$ cat src/rtl/apu_reg_loader.sv
// apu_reg_loader: turns 4-byte serial packets (SYNC, ADDR, DATA, CHK) into
// single APU register writes over a valid/ready handshake. Also drives the
// link LED and a saturating debug error counter.
//
// state   | meaning
// --------+------------------------------------------------------------
// S_IDLE  | hunting for SYNC; other bytes ignored without error
// S_ADDR  | SYNC seen, waiting for the register index byte
// S_DATA  | index latched, waiting for the data byte
// S_CHK   | data latched, waiting for the checksum byte
// S_WRITE | write request presented, holding until reg_ready
module apu_reg_loader #(
    parameter int unsigned CLKRATE   = 12_000_000,
    parameter int unsigned BAUDRATE  = 9600,
    parameter logic [7:0]  SYNC      = 8'hA5,
    parameter logic [4:0]  MAX_ADDR  = 5'h17,
    parameter int unsigned TIMEOUT   = 40 * CLKRATE / BAUDRATE,
    parameter int unsigned LINK_HOLD = CLKRATE / 10
) (
    input  logic       clk,
    input  logic       rst_n,
    input  logic [7:0] rx_data,
    input  logic       rx_valid,
    input  logic       reg_ready,
    output logic       reg_valid,
    output logic [4:0] reg_addr,
    output logic [7:0] reg_data,
    output logic       link,
    output logic [7:0] err_cnt
);

    localparam int TMR_W  = $clog2(TIMEOUT + 1);
    localparam int LINK_W = $clog2(LINK_HOLD + 1);

    localparam logic [TMR_W-1:0]  TMR_LOAD  = TMR_W'(TIMEOUT);
    localparam logic [LINK_W-1:0] LINK_LOAD = LINK_W'(LINK_HOLD);

    typedef enum logic [2:0] {
        S_IDLE,
        S_ADDR,
        S_DATA,
        S_CHK,
        S_WRITE
    } state_t;

    state_t            state_q;
    logic [7:0]        addr_byte_q;
    logic [7:0]        data_byte_q;
    logic [TMR_W-1:0]  tmr_q;
    logic              reg_valid_q;
    logic [4:0]        reg_addr_q;
    logic [7:0]        reg_data_q;
    logic [7:0]        err_cnt_q;
    logic [7:0]        err_cnt_d;
    logic [LINK_W-1:0] link_cnt_q;
    logic [LINK_W-1:0] link_cnt_d;

    logic in_packet;
    logic tmr_expired;
    logic addr_legal;
    logic chk_ok;
    logic handshake;
    logic err_event;

    // Packet qualification and event decode shared by the FSM and counters.
    always_comb begin
        in_packet   = (state_q == S_ADDR) || (state_q == S_DATA) || (state_q == S_CHK);
        // The timer sits at zero on the last legal cycle; a byte on that
        // cycle still counts, only silence expires the packet.
        tmr_expired = in_packet && !rx_valid && (tmr_q == '0);
        addr_legal  = (addr_byte_q[7:5] == 3'b000) && (addr_byte_q[4:0] <= MAX_ADDR);
        chk_ok      = (rx_data == (addr_byte_q + data_byte_q));
        handshake   = (state_q == S_WRITE) && reg_valid_q && reg_ready;
        err_event   = 1'b0;
        case (state_q)
            S_CHK:   err_event = rx_valid ? !(chk_ok && addr_legal) : tmr_expired;
            S_ADDR,
            S_DATA:  err_event = tmr_expired;
            S_WRITE: err_event = rx_valid;
            default: err_event = 1'b0;
        endcase
    end

    // Saturating error count: stops at 255 rather than wrapping to zero.
    always_comb begin
        err_cnt_d = err_cnt_q;
        if (err_event && (err_cnt_q != 8'hFF)) begin
            err_cnt_d = err_cnt_q + 8'd1;
        end
    end

    // Link hold timer: reloads on every completed write, then drains to zero.
    always_comb begin
        link_cnt_d = link_cnt_q;
        if (handshake) begin
            link_cnt_d = LINK_LOAD;
        end else if (link_cnt_q != '0) begin
            link_cnt_d = link_cnt_q - LINK_W'(1);
        end
    end

    // Packet FSM with registered write-request outputs and inter-byte timer.
    always_ff @(posedge clk or negedge rst_n) begin
        if (!rst_n) begin
            state_q     <= S_IDLE;
            addr_byte_q <= 8'h00;
            data_byte_q <= 8'h00;
            tmr_q       <= '0;
            reg_valid_q <= 1'b0;
            reg_addr_q  <= 5'h00;
            reg_data_q  <= 8'h00;
            err_cnt_q   <= 8'h00;
        end else begin
            err_cnt_q <= err_cnt_d;
            case (state_q)
                S_IDLE: begin
                    tmr_q <= '0;
                    if (rx_valid && (rx_data == SYNC)) begin
                        state_q <= S_ADDR;
                        tmr_q   <= TMR_LOAD;
                    end
                end
                S_ADDR: begin
                    if (rx_valid) begin
                        addr_byte_q <= rx_data;
                        tmr_q       <= TMR_LOAD;
                        state_q     <= S_DATA;
                    end else if (tmr_expired) begin
                        state_q <= S_IDLE;
                    end else begin
                        tmr_q <= tmr_q - TMR_W'(1);
                    end
                end
                S_DATA: begin
                    if (rx_valid) begin
                        data_byte_q <= rx_data;
                        tmr_q       <= TMR_LOAD;
                        state_q     <= S_CHK;
                    end else if (tmr_expired) begin
                        state_q <= S_IDLE;
                    end else begin
                        tmr_q <= tmr_q - TMR_W'(1);
                    end
                end
                S_CHK: begin
                    if (rx_valid) begin
                        tmr_q <= '0;
                        if (chk_ok && addr_legal) begin
                            state_q     <= S_WRITE;
                            reg_valid_q <= 1'b1;
                            reg_addr_q  <= addr_byte_q[4:0];
                            reg_data_q  <= data_byte_q;
                        end else begin
                            state_q <= S_IDLE;
                        end
                    end else if (tmr_expired) begin
                        state_q <= S_IDLE;
                    end else begin
                        tmr_q <= tmr_q - TMR_W'(1);
                    end
                end
                S_WRITE: begin
                    // Bytes arriving here are dropped (counted via err_event);
                    // a SYNC does not start a new packet.
                    tmr_q <= '0;
                    if (handshake) begin
                        reg_valid_q <= 1'b0;
                        state_q     <= S_IDLE;
                    end
                end
                default: begin
                    state_q     <= S_IDLE;
                    reg_valid_q <= 1'b0;
                    tmr_q       <= '0;
                end
            endcase
        end
    end

    // Link LED hold counter.
    always_ff @(posedge clk or negedge rst_n) begin
        if (!rst_n) begin
            link_cnt_q <= '0;
        end else begin
            link_cnt_q <= link_cnt_d;
        end
    end

    assign reg_valid = reg_valid_q;
    assign reg_addr  = reg_addr_q;
    assign reg_data  = reg_data_q;
    assign err_cnt   = err_cnt_q;
    assign link      = (link_cnt_q != '0);

endmodule
$ cat config.mk
export PLATFORM = sky130hd
export DESIGN_NAME = apu_reg_loader
export DESIGN_NICKNAME = d
export VERILOG_FILES = /design/src/rtl/apu_reg_loader.sv
export SDC_FILE = /design/constraint.sdc
export NUM_CORES = 1
export LEC_CHECK = 0
export ABC_AREA = 1
export CORE_MARGIN = 1
export CORE_UTILIZATION = 40
export DETAILED_ROUTE_END_ITERATION = 10
export PLACE_DENSITY = 0.61
export SKIP_LAST_GASP = 1
export SYNTH_ARGS = -nofsm -noshare
export SYNTH_HDL_FRONTEND = slang
export SYNTH_SLANG_ARGS = --single-unit
export TNS_END_PERCENT = 20
$ cat constraint.sdc
create_clock -name clk -period 2.57 [get_ports clk]
set_clock_uncertainty 0.15 [all_clocks]
set_input_delay 0.514 -clock clk [delete_from_list [all_inputs] [get_ports clk]]
set_output_delay 0.514 -clock clk [all_outputs]
set_load 0.03 [all_outputs]
Word level (Yosys, flattened, before mapping)

Cells that the tools add are included.
W data, S select, Z words.

Input port bits: 12
Register bits after elaboration: 78
Word-level logic and storage cells: 71
Output and inout bits: 23

Equal/unequal tests: 11
$lt $le $gt $ge: 1
Reduce and logical (&&, ||, !) cells: 24
Add/sub/neg operators: 4
Multiplexer cells: 21
Bitwise logic cells: 1

Operators with widths:

| operator                | count |
|---|---|
| $mux W16                | 4 |
| $pmux W16 S3            | 1 |
| $mux W21                | 2 |
| $mux W3                 | 7 |
| $reduce_bool A21 Y1     | 1 |
| $sub A21 B1 Y21 const B | 1 |
| $logic_not A16 Y1       | 1 |
| $sub A16 B1 Y16 const B | 1 |
| $pmux W3 S5             | 1 |
| $add A8 B1 Y8 const B   | 1 |
| $add A8 B8 Y8           | 1 |
| $eq A8 B8 Y1            | 1 |
| $eq A8 B8 Y1 const B    | 1 |
| $logic_and A1 B1 Y1     | 8 |
| $ne A8 B8 Y1 const B    | 1 |
| $eq A3 B2 Y1 const B    | 2 |
| $logic_not A3 Y1        | 2 |
| $ne A2 B2 Y1 const B    | 3 |
| $pmux W1 S3             | 2 |
| $reduce_and A2 Y1       | 3 |
| $le A5 B5 Y1 const B    | 1 |
| $mux W1                 | 4 |
| $reduce_and A4 Y1       | 1 |
| $eq A3 B1 Y1 const B    | 1 |
| 9 further kinds         | 11 |

Longest topological paths before layout

Gate-level depths: netlist of run 1.

Depth in word-level cells: 8
Gate-level depth with buffers: 17
Depth with buffers taken out: 16

Least setup slack after synthesis of run 1

Ideal clock, no wire load.

Path type: register to register
Start point: register addr_byte_q[0]
End point: register reg_addr_q[0], in the netlist reg_addr[0]
Buffers on the path: 1
Arrival: 2.067 ns
Required time: 2.301 ns
Slack: 0.235 ns
Library setup time: 0.119 ns
Period minus slack after synthesis: 2.335 ns
Stages on the path, launching flop included: 15
Path through: dfrtp_1 -> ha_1 -> fa_1 -> inv_1 -> nand2_1 -> nand2_1 -> nor2_1 -> nand2_1 -> nor2_1 -> nand2_1 -> nor2_4 -> nand4_4 -> buf_6 -> nand2_1 -> o21ai_2

Word-level cells in the longest chain between the ends: 4
Elaborated cells on any way between the ends: 6
Those cells by class: add/sub: 1; order compare: 1; eq/ne: 1; reduce/logical: 3

RTL lines:

| element                                             | RTL line | source |
|---|---|---|
| start, declared                                     | 47       | `logic [7:0] addr_byte_q;` |
| start signal, assigned                              | 125      | `addr_byte_q <= rx_data;` |
| $add A8 B8 Y8 or $le A5 B5 Y1 (tied branches)       | 72, 71   |  |
| $eq A8 B8 Y1 or $logic_and A1 B1 Y1 (tied branches) | 72, 71   |  |
| $logic_and A1 B1 Y1                                 | 148      | `if (chk_ok && addr_legal) begin` |
| $reduce_and A3 Y1 (no source line)                  | -        |  |
| end signal, assigned                                | 151      | `reg_addr_q <= addr_byte_q[4:0];` |
| end, declared                                       | 51       | `logic [4:0] reg_addr_q;` |

Parallel ways exist; a longest one is shown, timed or not.
A chain may end at the register's enable or synchronous reset.

Worst setup path in the final report of run 1

Start point: register addr_byte_q[0]
End point: register err_cnt_q[4], in the netlist err_cnt[4]

Word-level cells in the longest chain between the ends: 7
Elaborated cells on any way between the ends: 9
Those cells by class: add/sub: 1; order compare: 1; eq/ne: 1; mux: 2; reduce/logical: 4

RTL lines:

| element                                             | RTL line | source |
|---|---|---|
| $add A8 B8 Y8 or $le A5 B5 Y1 (tied branches)       | 72, 71   |  |
| $eq A8 B8 Y1 or $logic_and A1 B1 Y1 (tied branches) | 72, 71   |  |
| $logic_and A1 B1 Y1 (*)                             | 76       | `S_CHK: err_event = rx_valid ? !(chk_ok && addr_legal) : tmr_expired;` |
| $logic_not A1 Y1 (*)                                | 76       |  |
| $mux W1 (*)                                         | 76       |  |
| $pmux W1 S3 (*)                                     | 75       | `case (state_q)` |
| $logic_and A1 B1 Y1 (*)                             | 87       | `if (err_event && (err_cnt_q != 8'hFF)) begin` |
| end signal, assigned                                | 114      | `err_cnt_q <= err_cnt_d;` |
| end, declared                                       | 53       | `logic [7:0] err_cnt_q;` |

Mark *: on every way between the ends. The rest lies on a longest branch, timed or not.

==> results.tsv, run 1 <==
metric	value	unit
synthesized area	4630	sq um
Num CTS Buffers	9	
VDD IR-drop max	0.633	mV
Crit Path Class	flop to flop	
initial antenna violation count	0	
Seq/Total Area, Yosys	0.422	
H-tree levels	3	
Post-Synth Adder-Cell Area	0.0314	
routed wire length	10400	um
Synth area leader	dfrtp_1	
share of the synthesized area in the top cell type	0.422	
CP Launch Type	flop	
worst-case clock buffer depth	2	
number of port buffers	34	
vias per cell	4.84	
fin nets	698	
Max Freq	398	MHz
largest net degree at the start of global routing	39	
core area	11000	sq um
largest family of logic cells by synthesized area	simple AND/OR/NAND/NOR gates	
GRT overflow	0	
Leak	0.00291	uW
DP Wirelength	7800	um
slew at the pin closest to its max-slew limit	0.535	ns
post-layout total power	3080	uW
synthesized instance count	614	
fin. max-slew vios	0	
Simple-Gate Fraction of Synth Area	0.302	
post-synthesis mux area share	0.00243	
global-route wire length before repair	18000	um
Remaining DRCs	0	
die height	110	um
Root Buffer	clkbuf_16	
status	finished with violations	
synth top area cells	dfrtp_1, nand2_1, inv_1, nor2_1, o21ai_0	
most common cell after layout, fill and taps aside	nand2_1	
Max-Cap Viols	0	
failing checks	negative hold slack	
clk sinks	78	
Cell Pwr Density	544	nW/um^2
Antenna Nets Post-Route	0	
Syn Area/Cell	7.54	sq um
Synth Area in Compound Gates	0.100	
cell mode on critical path	nand2_1	
die area	12000	sq um
Antenna diodes	0	
Post-DP Area	5250	sq um
HP Class	input pin to async pin	
worst skew pair latency	0.34	ns
CP peak stage delay	0.53	ns
share of cells above drive strength 1	0.140	
CP Data Required Time	2.65	ns
Cell Rows	38	
final hold slack	-0.0196	ns
XOR/XNOR Fraction of Synth Area	0.0379	
Worst Setup End Kind	flop	
Die W	110	um
period utilization	0.977	
vias in the first global route	3978	
post-synth cell types	39	
drt first pass iters	4	
Clock transition at path regs	0.06	ns
commonest non-fill, non-tap cells in the layout	nand2_1, inv_1, dfrtp_1, nor2_1, o21ai_0	
final hold viol count	18	
cts hold-fix bufs	0	
CP Cell Sequence	ha_4 -> fa_2 -> inv_1 -> nand2_1 -> nand2_1 -> nor2_1 -> nand2_1 -> nor2_2 -> nand2_2 -> nor2_4 -> nand2_2 -> nand3_4 -> nand2_2 -> nand3_1 -> nand2_1	
CP max FO	5	
Finished Cell Area	5660	sq um
#FFs+latches synth	78	
Syn Nets	637	
final critical-path required period	2.51	ns
CP Data Arrival Time	2.59	ns
# IOs	35	
Fill cells	1091	
GRT Util Overall	0.194	
YS warnings	0	
Rel. slew slack	0.642	
Vias	3968	
Area Growth Syn to Fin	22.3	%
Initial Util	0.419	
unrepaired setup endpoints after global routing	true	
setup tns final	0	ns
initial DRC count	257	
routability cong.	0.877	
final setup vio count	0	
CTS tree	yes	
Worst path slowest cell	fa_2	
routed len/inst	12.7	um
==> critical path: cells and delay by family, from the launching register on <==
family,cells,cell delay [ns]
flops,1,0.41
simple gates,12,1.10
fa+ha+maj,2,0.71
buf+inv,1,0.04
==> what timing repair did <==
item                       CTS  global route
gates resized for setup      4            16
setup buffers                0             2
setup endpoints to repair    7            22
pin swaps                    0             8
gates cloned                 0             1
==> cell usage after synthesis (all sizes together) <==
library cell / number
nand2: 150
inv: 112
dfrtp: 78
nor2: 75
o21ai: 53
nand3: 37
nor3: 22
xor2: 17
a21oi: 16
nand4: 13
ha: 10
buf: 5
nor4: 4
clkbuf: 3
or2: 3
xnor2: 3
a211oi: 2
a31oi: 2
o22ai: 2
o31ai: 2
fa: 1
mux2: 1
nor3b: 1
o211ai: 1
o21a: 1
==> report_power, final <==
group / internal, uW / switching [uW]
Sequential: 1270 / 63.0
Combinational: 143 / 211
Clock: 894 / 499
==> worst paths after layout <==
check	endpoint	cells past startpoint	start	slack, ns
min in group clk	reg_data[5]$_DFFE_PN0P_	2	reg_data[5]$_DFFE_PN0P_	0.33
worst min-delay path	tmr_q[11]$_DFF_PN0_	1	rst_n	-0.02
worst max-delay path	err_cnt[4]$_DFFE_PN0P_	15	addr_byte_q[0]$_DFFE_PN0P_	0.06
worst max register to register	err_cnt[4]$_DFFE_PN0P_	15	addr_byte_q[0]$_DFFE_PN0P_	0.06
max in group asynchronous	data_byte_q[1]$_DFFE_PN0P_	2	rst_n	1.61
worst min register to register	reg_data[5]$_DFFE_PN0P_	2	reg_data[5]$_DFFE_PN0P_	0.33
==> routing by layer <==
layer,global-route usage,share of wire,vias to the layer above
met5,0,0,-
met4,0.0610,0.016,0
met3,0.0575,0.047,13
met2,0.327,0.48,76
met1,0.238,0.46,1821
li1,-,-,2058
==> cell families after synthesis <==
group	Yosys count
AND/OR/NAND/NOR	305
buffers and inverters	120
AO/OA/AOI/OAI	79
flip-flops	78
XOR/XNOR	20
adder cells (fa/ha/maj)	11
multiplexers	1
==> layout make-up <==
type | instances | area [sq um] | area share
well taps | 140 | 175 | 0.0310
repair buffers | 57 | 518 | 0.0915
multi-input cells | 417 | 2270 | 0.401
clock inverters | 4 | 70.1 | 0.0124
clock buffers | 11 | 253 | 0.0447
inverters | 112 | 420 | 0.0743
flip-flops and latches | 78 | 1950 | 0.345
==> registers in the layout, summed over array words and instances, names as in the netlist <==
register	flops
reg_data	8
data_byte_q	8
addr_byte_q	8
state_q	3
err_cnt	8
link_cnt_q	21
reg_addr	5
tmr_q	16
reg_valid	1
==> per-stage QoR <==
stage | cells | util | setup WS, ns
floorplan | 614 | - | 0.235
detailed placement | 801 | 0.476 | -0.0299
global placement | 801 | 0.476 | 0.0358
finish | 819 | 0.513 | 0.0597
CTS | 816 | 0.506 | -0.0485
global route | 819 | 0.513 | -0.0416
No activity file was read; power rests on OpenSTA's default activity.
==> run 2: changes to the inputs <==
--- a/config.mk
+++ b/config.mk
@@ -10,6 +10,7 @@
 export CORE_UTILIZATION = 40
 export DETAILED_ROUTE_END_ITERATION = 10
 export PLACE_DENSITY = 0.61
+export SETUP_SLACK_MARGIN = 0.1
 export SKIP_LAST_GASP = 1
 export SYNTH_ARGS = -nofsm -noshare
 export SYNTH_HDL_FRONTEND = slang
==> run 2 against run 1 <==
Compared with the run above: the flow still finishes with violations (negative hold slack); utilization decreased by 0.45 points; clock power about the same; flip-flop and latch count did not move; critical path type is now flop to output pin; global-route usage rose by 0.31 points.
==> results.tsv, run 2 (synthesis results as in run 1) <==
metric	value	unit	change
status	finished with violations		unchanged
failing checks	negative hold slack		unchanged
die area	12000	sq um	unchanged
Crit path buffers/inverters	3		was 1
share of cells above drive strength 1	0.130		was 0.140
GR Util met1	0.239		was 0.238
number of port buffers	34		unchanged
H-tree levels	3		unchanged
Vias	3955		was 3968
DP Wirelength	7800	um	unchanged
Cell Pwr Density	548	nW/um^2	was 544 nW/um^2
worst skew pair latency	0.35	ns	was 0.34 ns
CP Data Arrival Time	1.80	ns	was 2.59 ns
final setup vio count	0		unchanged
Rel. slew slack	0.669		was 0.642
initial antenna violation count	0		unchanged
Clock transition at path regs	0.06	ns	about the same
final hold viol count	16		was 18
Max-Cap Viols	0		unchanged
die height	110	um	unchanged
slew at the pin closest to its max-slew limit	0.497	ns	was 0.535 ns
CP Data Required Time	1.91	ns	was 2.65 ns
Leak	0.00290	uW	was 0.00291 uW
initial DRC count	279		was 257
Antenna diodes	0		unchanged
routed wire length	10400	um	about the same
Worst Setup End Kind	output pin		was flop
CP Cell Sequence	inv_1 -> ha_1 -> inv_1 -> nor2_1 -> nand3_1 -> nor4_2 -> nand4_1 -> buf_2		was ha_4 -> fa_2 -> inv_1 -> nand2_1 -> nand2_1 -> nor2_1 -> nand2_1 -> nor2_2 -> nand2_2 -> nor2_4 -> nand2_2 -> nand3_4 -> nand2_2 -> nand3_1 -> nand2_1
CTS tree	yes		unchanged
biggest registers after layout	link_cnt_q (21), tmr_q (16)		unchanged
Critical Path Source	link_cnt_q[1]$_DFFE_PN0P_		was addr_byte_q[0]$_DFFE_PN0P_
commonest non-fill, non-tap cells in the layout	nand2_1, inv_1, dfrtp_1, nor2_1, o21ai_0		unchanged
Initial Util	0.419		unchanged
Reg area	1950	sq um	unchanged
Remaining DRCs	0		unchanged
routed len/inst	12.7	um	about the same
routability cong.	0.877		unchanged
multi-input logic area	2230	sq um	was 2270 sq um
Die W	110	um	unchanged
largest net degree at the start of global routing	39		unchanged
# IOs	35		unchanged
period utilization	0.958		was 0.977
fin. max-slew vios	0		unchanged
final hold slack	-0.0268	ns	was -0.0196 ns
fin nets	697		was 698
cell mode on critical path	inv_1		was nand2_1
Worst path slowest cell	dfrtp_1		was fa_2
CP Launch Type	flop		unchanged
Crit Path Class	flop to output pin		was flop to flop
vias in the first global route	4001		was 3978
vias per cell	4.83		was 4.84
Antenna Nets Post-Route	0		unchanged
setup tns final	0	ns	unchanged
VDD IR-drop max	0.641	mV	was 0.633 mV
core area	11000	sq um	unchanged
GRT overflow	0		unchanged
global-route wire length before repair	18300	um	was 18000 um
met3 usage	0.0599		was 0.0575
unrepaired setup endpoints after global routing	true		unchanged
GRT met2 Usage	0.333		was 0.327
Max Freq	406	MHz	was 398 MHz
Fill cells	1090		was 1091
Largest register FFs	21		unchanged
Area Growth Syn to Fin	21.2	%	was 22.3%
clk sinks	78		unchanged
HP Class	input pin to async pin		unchanged
worst-case clock buffer depth	2		unchanged
final critical-path required period	2.46	ns	was 2.51 ns
Cell Rows	38		unchanged
Root Buffer	clkbuf_16		unchanged
GRT Util Overall	0.197		was 0.194
cts hold-fix bufs	0		unchanged
CP peak stage delay	0.37	ns	was 0.53 ns
grt peak-use layer	met2		unchanged
most common cell after layout, fill and taps aside	nand2_1		unchanged
post-layout total power	3070	uW	was 3080 uW
drt first pass iters	4		unchanged
crit-path leading delay family	simple AND/OR/NAND/NOR gates		unchanged
CP max FO	2		was 5
worst r2r src	addr_byte_q[0]$_DFFE_PN0P_		unchanged
Num CTS Buffers	9		unchanged
most flop-heavy register	link_cnt_q		unchanged
==> run 2: area by class of cell <==
| type | count | area share |
|---|---|---|
| timing repair buffer | 56 | 0.0910 |
| clock inverter | 4 | 0.0125 |
| tap | 140 | 0.0312 |
| multi-input combinational | 417 | 0.397 |
| inverter | 112 | 0.0749 |
| clock buffer | 11 | 0.0451 |
| sequential | 78 | 0.348 |
==> run 2: per-stage QoR <==
step / instances / util / worst slack, ns / cell area, sq um
global route: 818 / 0.509 / -0.0427 / 5610
finish: 818 / 0.509 / 0.109 / 5610
floorplan: 614 / - / 0.235 / 4630
global placement: 801 / 0.476 / 0.0358 / 5250
CTS: 818 / 0.508 / 0.107 / 5610
detailed placement: 801 / 0.476 / -0.0299 / 5250
==> run 2: final timing paths <==
kind	end	slack (ns)	depth (start not counted)
worst max-delay path	link	0.11	8
worst min-delay path	tmr_q[11]$_DFF_PN0_	-0.03	1
worst max register to register	err_cnt[6]$_DFFE_PN0P_	0.13	16
worst min register to register	reg_data[5]$_DFFE_PN0P_	0.33	2
max in group asynchronous	data_byte_q[1]$_DFFE_PN0P_	1.61	2
min in group clk	reg_data[5]$_DFFE_PN0P_	0.33	2
==> run 2: timing repair <==
item / 4_1_cts / 5_1_grt
buffers inserted: 1 / 0
cloned: 1 / 0
gates resized for setup: 10 / 1
pin swaps: 3 / 1
setup endpoints to repair: 13 / 24
==> run 2: layer usage <==
layer  wire (um)  share of wire
met1        4840           0.47
met2        4970           0.48
met3         414          0.040
met4         170          0.016
met5           0              0
==> run 2: worst register-to-register path, delay by kind of cell, from the launching register on <==
kind          cells  cell delay [ns]
buf+inv           1             0.04
simple gates     13             1.10
flops             1             0.38
fa+ha+maj         2             0.72
==> run 2: where the power goes <==
part / switching (uW) / internal [uW]
clock network: 502 / 894
registers: 59.1 / 1270
logic: 209 / 139
total: 770 / 2300
==> run 3: changes to the inputs <==
--- a/config.mk
+++ b/config.mk
@@ -6,10 +6,12 @@
 export NUM_CORES = 1
 export LEC_CHECK = 0
 export ABC_AREA = 1
+export CELL_PAD_IN_SITES_DETAIL_PLACEMENT = 1
+export CELL_PAD_IN_SITES_GLOBAL_PLACEMENT = 2
 export CORE_MARGIN = 1
-export CORE_UTILIZATION = 40
+export CORE_UTILIZATION = 34
 export DETAILED_ROUTE_END_ITERATION = 10
-export PLACE_DENSITY = 0.61
+export PLACE_DENSITY = 0.82
 export SETUP_SLACK_MARGIN = 0.1
 export SKIP_LAST_GASP = 1
 export SYNTH_ARGS = -nofsm -noshare
==> run 3 against run 2 <==
Compared with the run above: cell count grew 5.3%; combinational power grew 3%; sequential share of layout area shrank 0.65 points; critical path depth is the same; the run now ends clean.
==> results.tsv, run 3 (synthesis results as in run 1) <==
metric	value	unit	change
CP Cell Sequence	inv_1 -> ha_1 -> inv_1 -> nor2_1 -> nand3_1 -> nor4_2 -> nand4_1 -> clkdlybuf4s15_2		was inv_1 -> ha_1 -> inv_1 -> nor2_1 -> nand3_1 -> nor4_2 -> nand4_1 -> buf_2
final hold viol count	0		was 16
GR Util met1	0.236		was 0.239
most flop-heavy register	link_cnt_q		unchanged
CTS tree	yes		unchanged
# IOs	35		unchanged
slew at the pin closest to its max-slew limit	0.676	ns	was 0.497 ns
Crit Path Class	flop to output pin		unchanged
Cell Rows	42		was 38
initial antenna violation count	0		unchanged
Root Buffer	clkbuf_16		unchanged
reg2reg setup slack	0.07	ns	was 0.13 ns
Leak	0.00293	uW	was 0.00290 uW
HP Class	input pin to async pin		unchanged
core area	13200	sq um	was 11000 sq um
Antenna diodes	0		unchanged
Initial Util	0.349		was 0.419
Largest register FFs	21		unchanged
Max Freq	398	MHz	was 406 MHz
fin util	0.432		was 0.509
CP peak stage delay	0.37	ns	about the same
VDD IR-drop max	0.350	mV	was 0.641 mV
die area	14100	sq um	was 12000 sq um
worst skew pair latency	0.34	ns	was 0.35 ns
Fill cells	1657		was 1090
vias per cell	4.82		was 4.83
Worst Setup End Kind	output pin		unchanged
Die W	119	um	was 110 um
Vias	4148		was 3955
Cell Pwr Density	541	nW/um^2	was 548 nW/um^2
grt peak-use layer	met2		unchanged
commonest non-fill, non-tap cells in the layout	nand2_1, inv_1, dfrtp_1, nor2_1, o21ai_0		unchanged
die height	119	um	was 110 um
clk sinks	78		unchanged
global-route wire length before repair	21900	um	was 18300 um
routed wire length	12400	um	was 10400 um
Finished Cell Area	5720	sq um	was 5610 sq um
routed len/inst	14.4	um	was 12.7 um
final setup vio count	0		unchanged
H-tree levels	3		unchanged
Rel. slew slack	0.549		was 0.669
Worst path slowest cell	dfrtp_1		unchanged
CP max FO	2		unchanged
vias in the first global route	4534		was 4001
Num CTS Buffers	9		unchanged
unrepaired setup endpoints after global routing	true		unchanged
Antenna Nets Post-Route	0		unchanged
number of port buffers	34		unchanged
Post-DP Area	5340	sq um	was 5250 sq um
biggest registers after layout	link_cnt_q (21), tmr_q (16)		unchanged
fin nets	703		was 697
routability cong.	0.844		was 0.877
multi-input logic area	2230	sq um	about the same
final critical-path required period	2.51	ns	was 2.46 ns
largest net degree at the start of global routing	50		was 39
worst-case clock buffer depth	2		unchanged
GRT met2 Usage	0.346		was 0.333
share of cells above drive strength 1	0.139		was 0.130
Remaining DRCs	0		unchanged
Clock transition at path regs	0.06	ns	about the same
cell mode on critical path	inv_1		unchanged
status	finished clean		was finished with violations
Max-Cap Viols	0		unchanged
initial DRC count	167		was 279
Reg area	1950	sq um	unchanged
GRT Util Overall	0.196		was 0.197
CP Data Arrival Time	1.85	ns	was 1.80 ns
DP Wirelength	9190	um	was 7800 um
drt first pass iters	4		unchanged
fin. max-slew vios	0		unchanged
most common cell after layout, fill and taps aside	nand2_1		unchanged
Area Growth Syn to Fin	23.6	%	was 21.2%
period utilization	0.977		was 0.958
GRT overflow	0		unchanged
CP Data Required Time	1.91	ns	about the same
setup tns final	0	ns	unchanged
final hold slack	0.0391	ns	was -0.0268 ns
met3 usage	0.0299		was 0.0599
CP Launch Type	flop		unchanged
[run 3: power breakdown]
group	internal [uW]	switching, uW	total [uW]
clock	876	533	1410
combinational	142	216	359
sequential	1270	54.6	1320
total	2290	804	3090
[run 3: worst max-delay path, delay by kind of cell, from the launching register on]
family | cells | cell delay (ns)
adders and majority gates | 1 | 0.17
buffers and inverters | 3 | 0.45
DFF | 1 | 0.37
and+or+nand+nor | 4 | 0.51
[run 3: routing by layer]
metal | wire length [um] | vias to the layer above
li1 | - | 2071
met1 | 5650 | 2013
met2 | 6280 | 50
met3 | 271 | 14
met4 | 231 | 0
met5 | 0 | -
[run 3: worst paths after layout]
kind	to	startpoint	cells after the start
hold reg to reg	reg_addr[3]$_DFFE_PN0P_	reg_addr[3]$_DFFE_PN0P_	2
setup / recovery	link	link_cnt_q[1]$_DFFE_PN0P_	8
max in group asynchronous	addr_byte_q[6]$_DFFE_PN0P_	rst_n	2
min in group clk	reg_addr[3]$_DFFE_PN0P_	reg_addr[3]$_DFFE_PN0P_	2
hold / removal	link_cnt_q[0]$_DFFE_PN0P_	rst_n	1
setup reg to reg	err_cnt[2]$_DFFE_PN0P_	addr_byte_q[0]$_DFFE_PN0P_	16
[run 3: metrics by stage]
step	worst slack, ns	total power (uW)	cells
6_report	0.0592	3090	861
5_1_grt	-0.123	3220	861
4_1_cts	0.0477	3130	860
3_5_place_dp	-0.0359	1710	842
3_3_place_gp	0.0208	1690	842
2_1_floorplan	0.235	1540	614
[run 3: cell type report]
class / count / share of cell area
multi-input cells: 417 / 0.391
repair buffers: 62 / 0.100
well taps: 176 / 0.0385
clock buffers: 12 / 0.0431
clock inverters: 4 / 0.0123
flip-flops and latches: 78 / 0.341
inverters: 112 / 0.0735
[run 3: repair_timing]
item / in CTS / in global routing
setup endpoints to repair: 22 / 29
cloned: 1 / 0
pin swaps: 4 / 2
hold buffers: 0 / 0
gates resized for setup: 10 / 1
hold endpoints to repair: 0 / 0
buffers inserted: 1 / 1
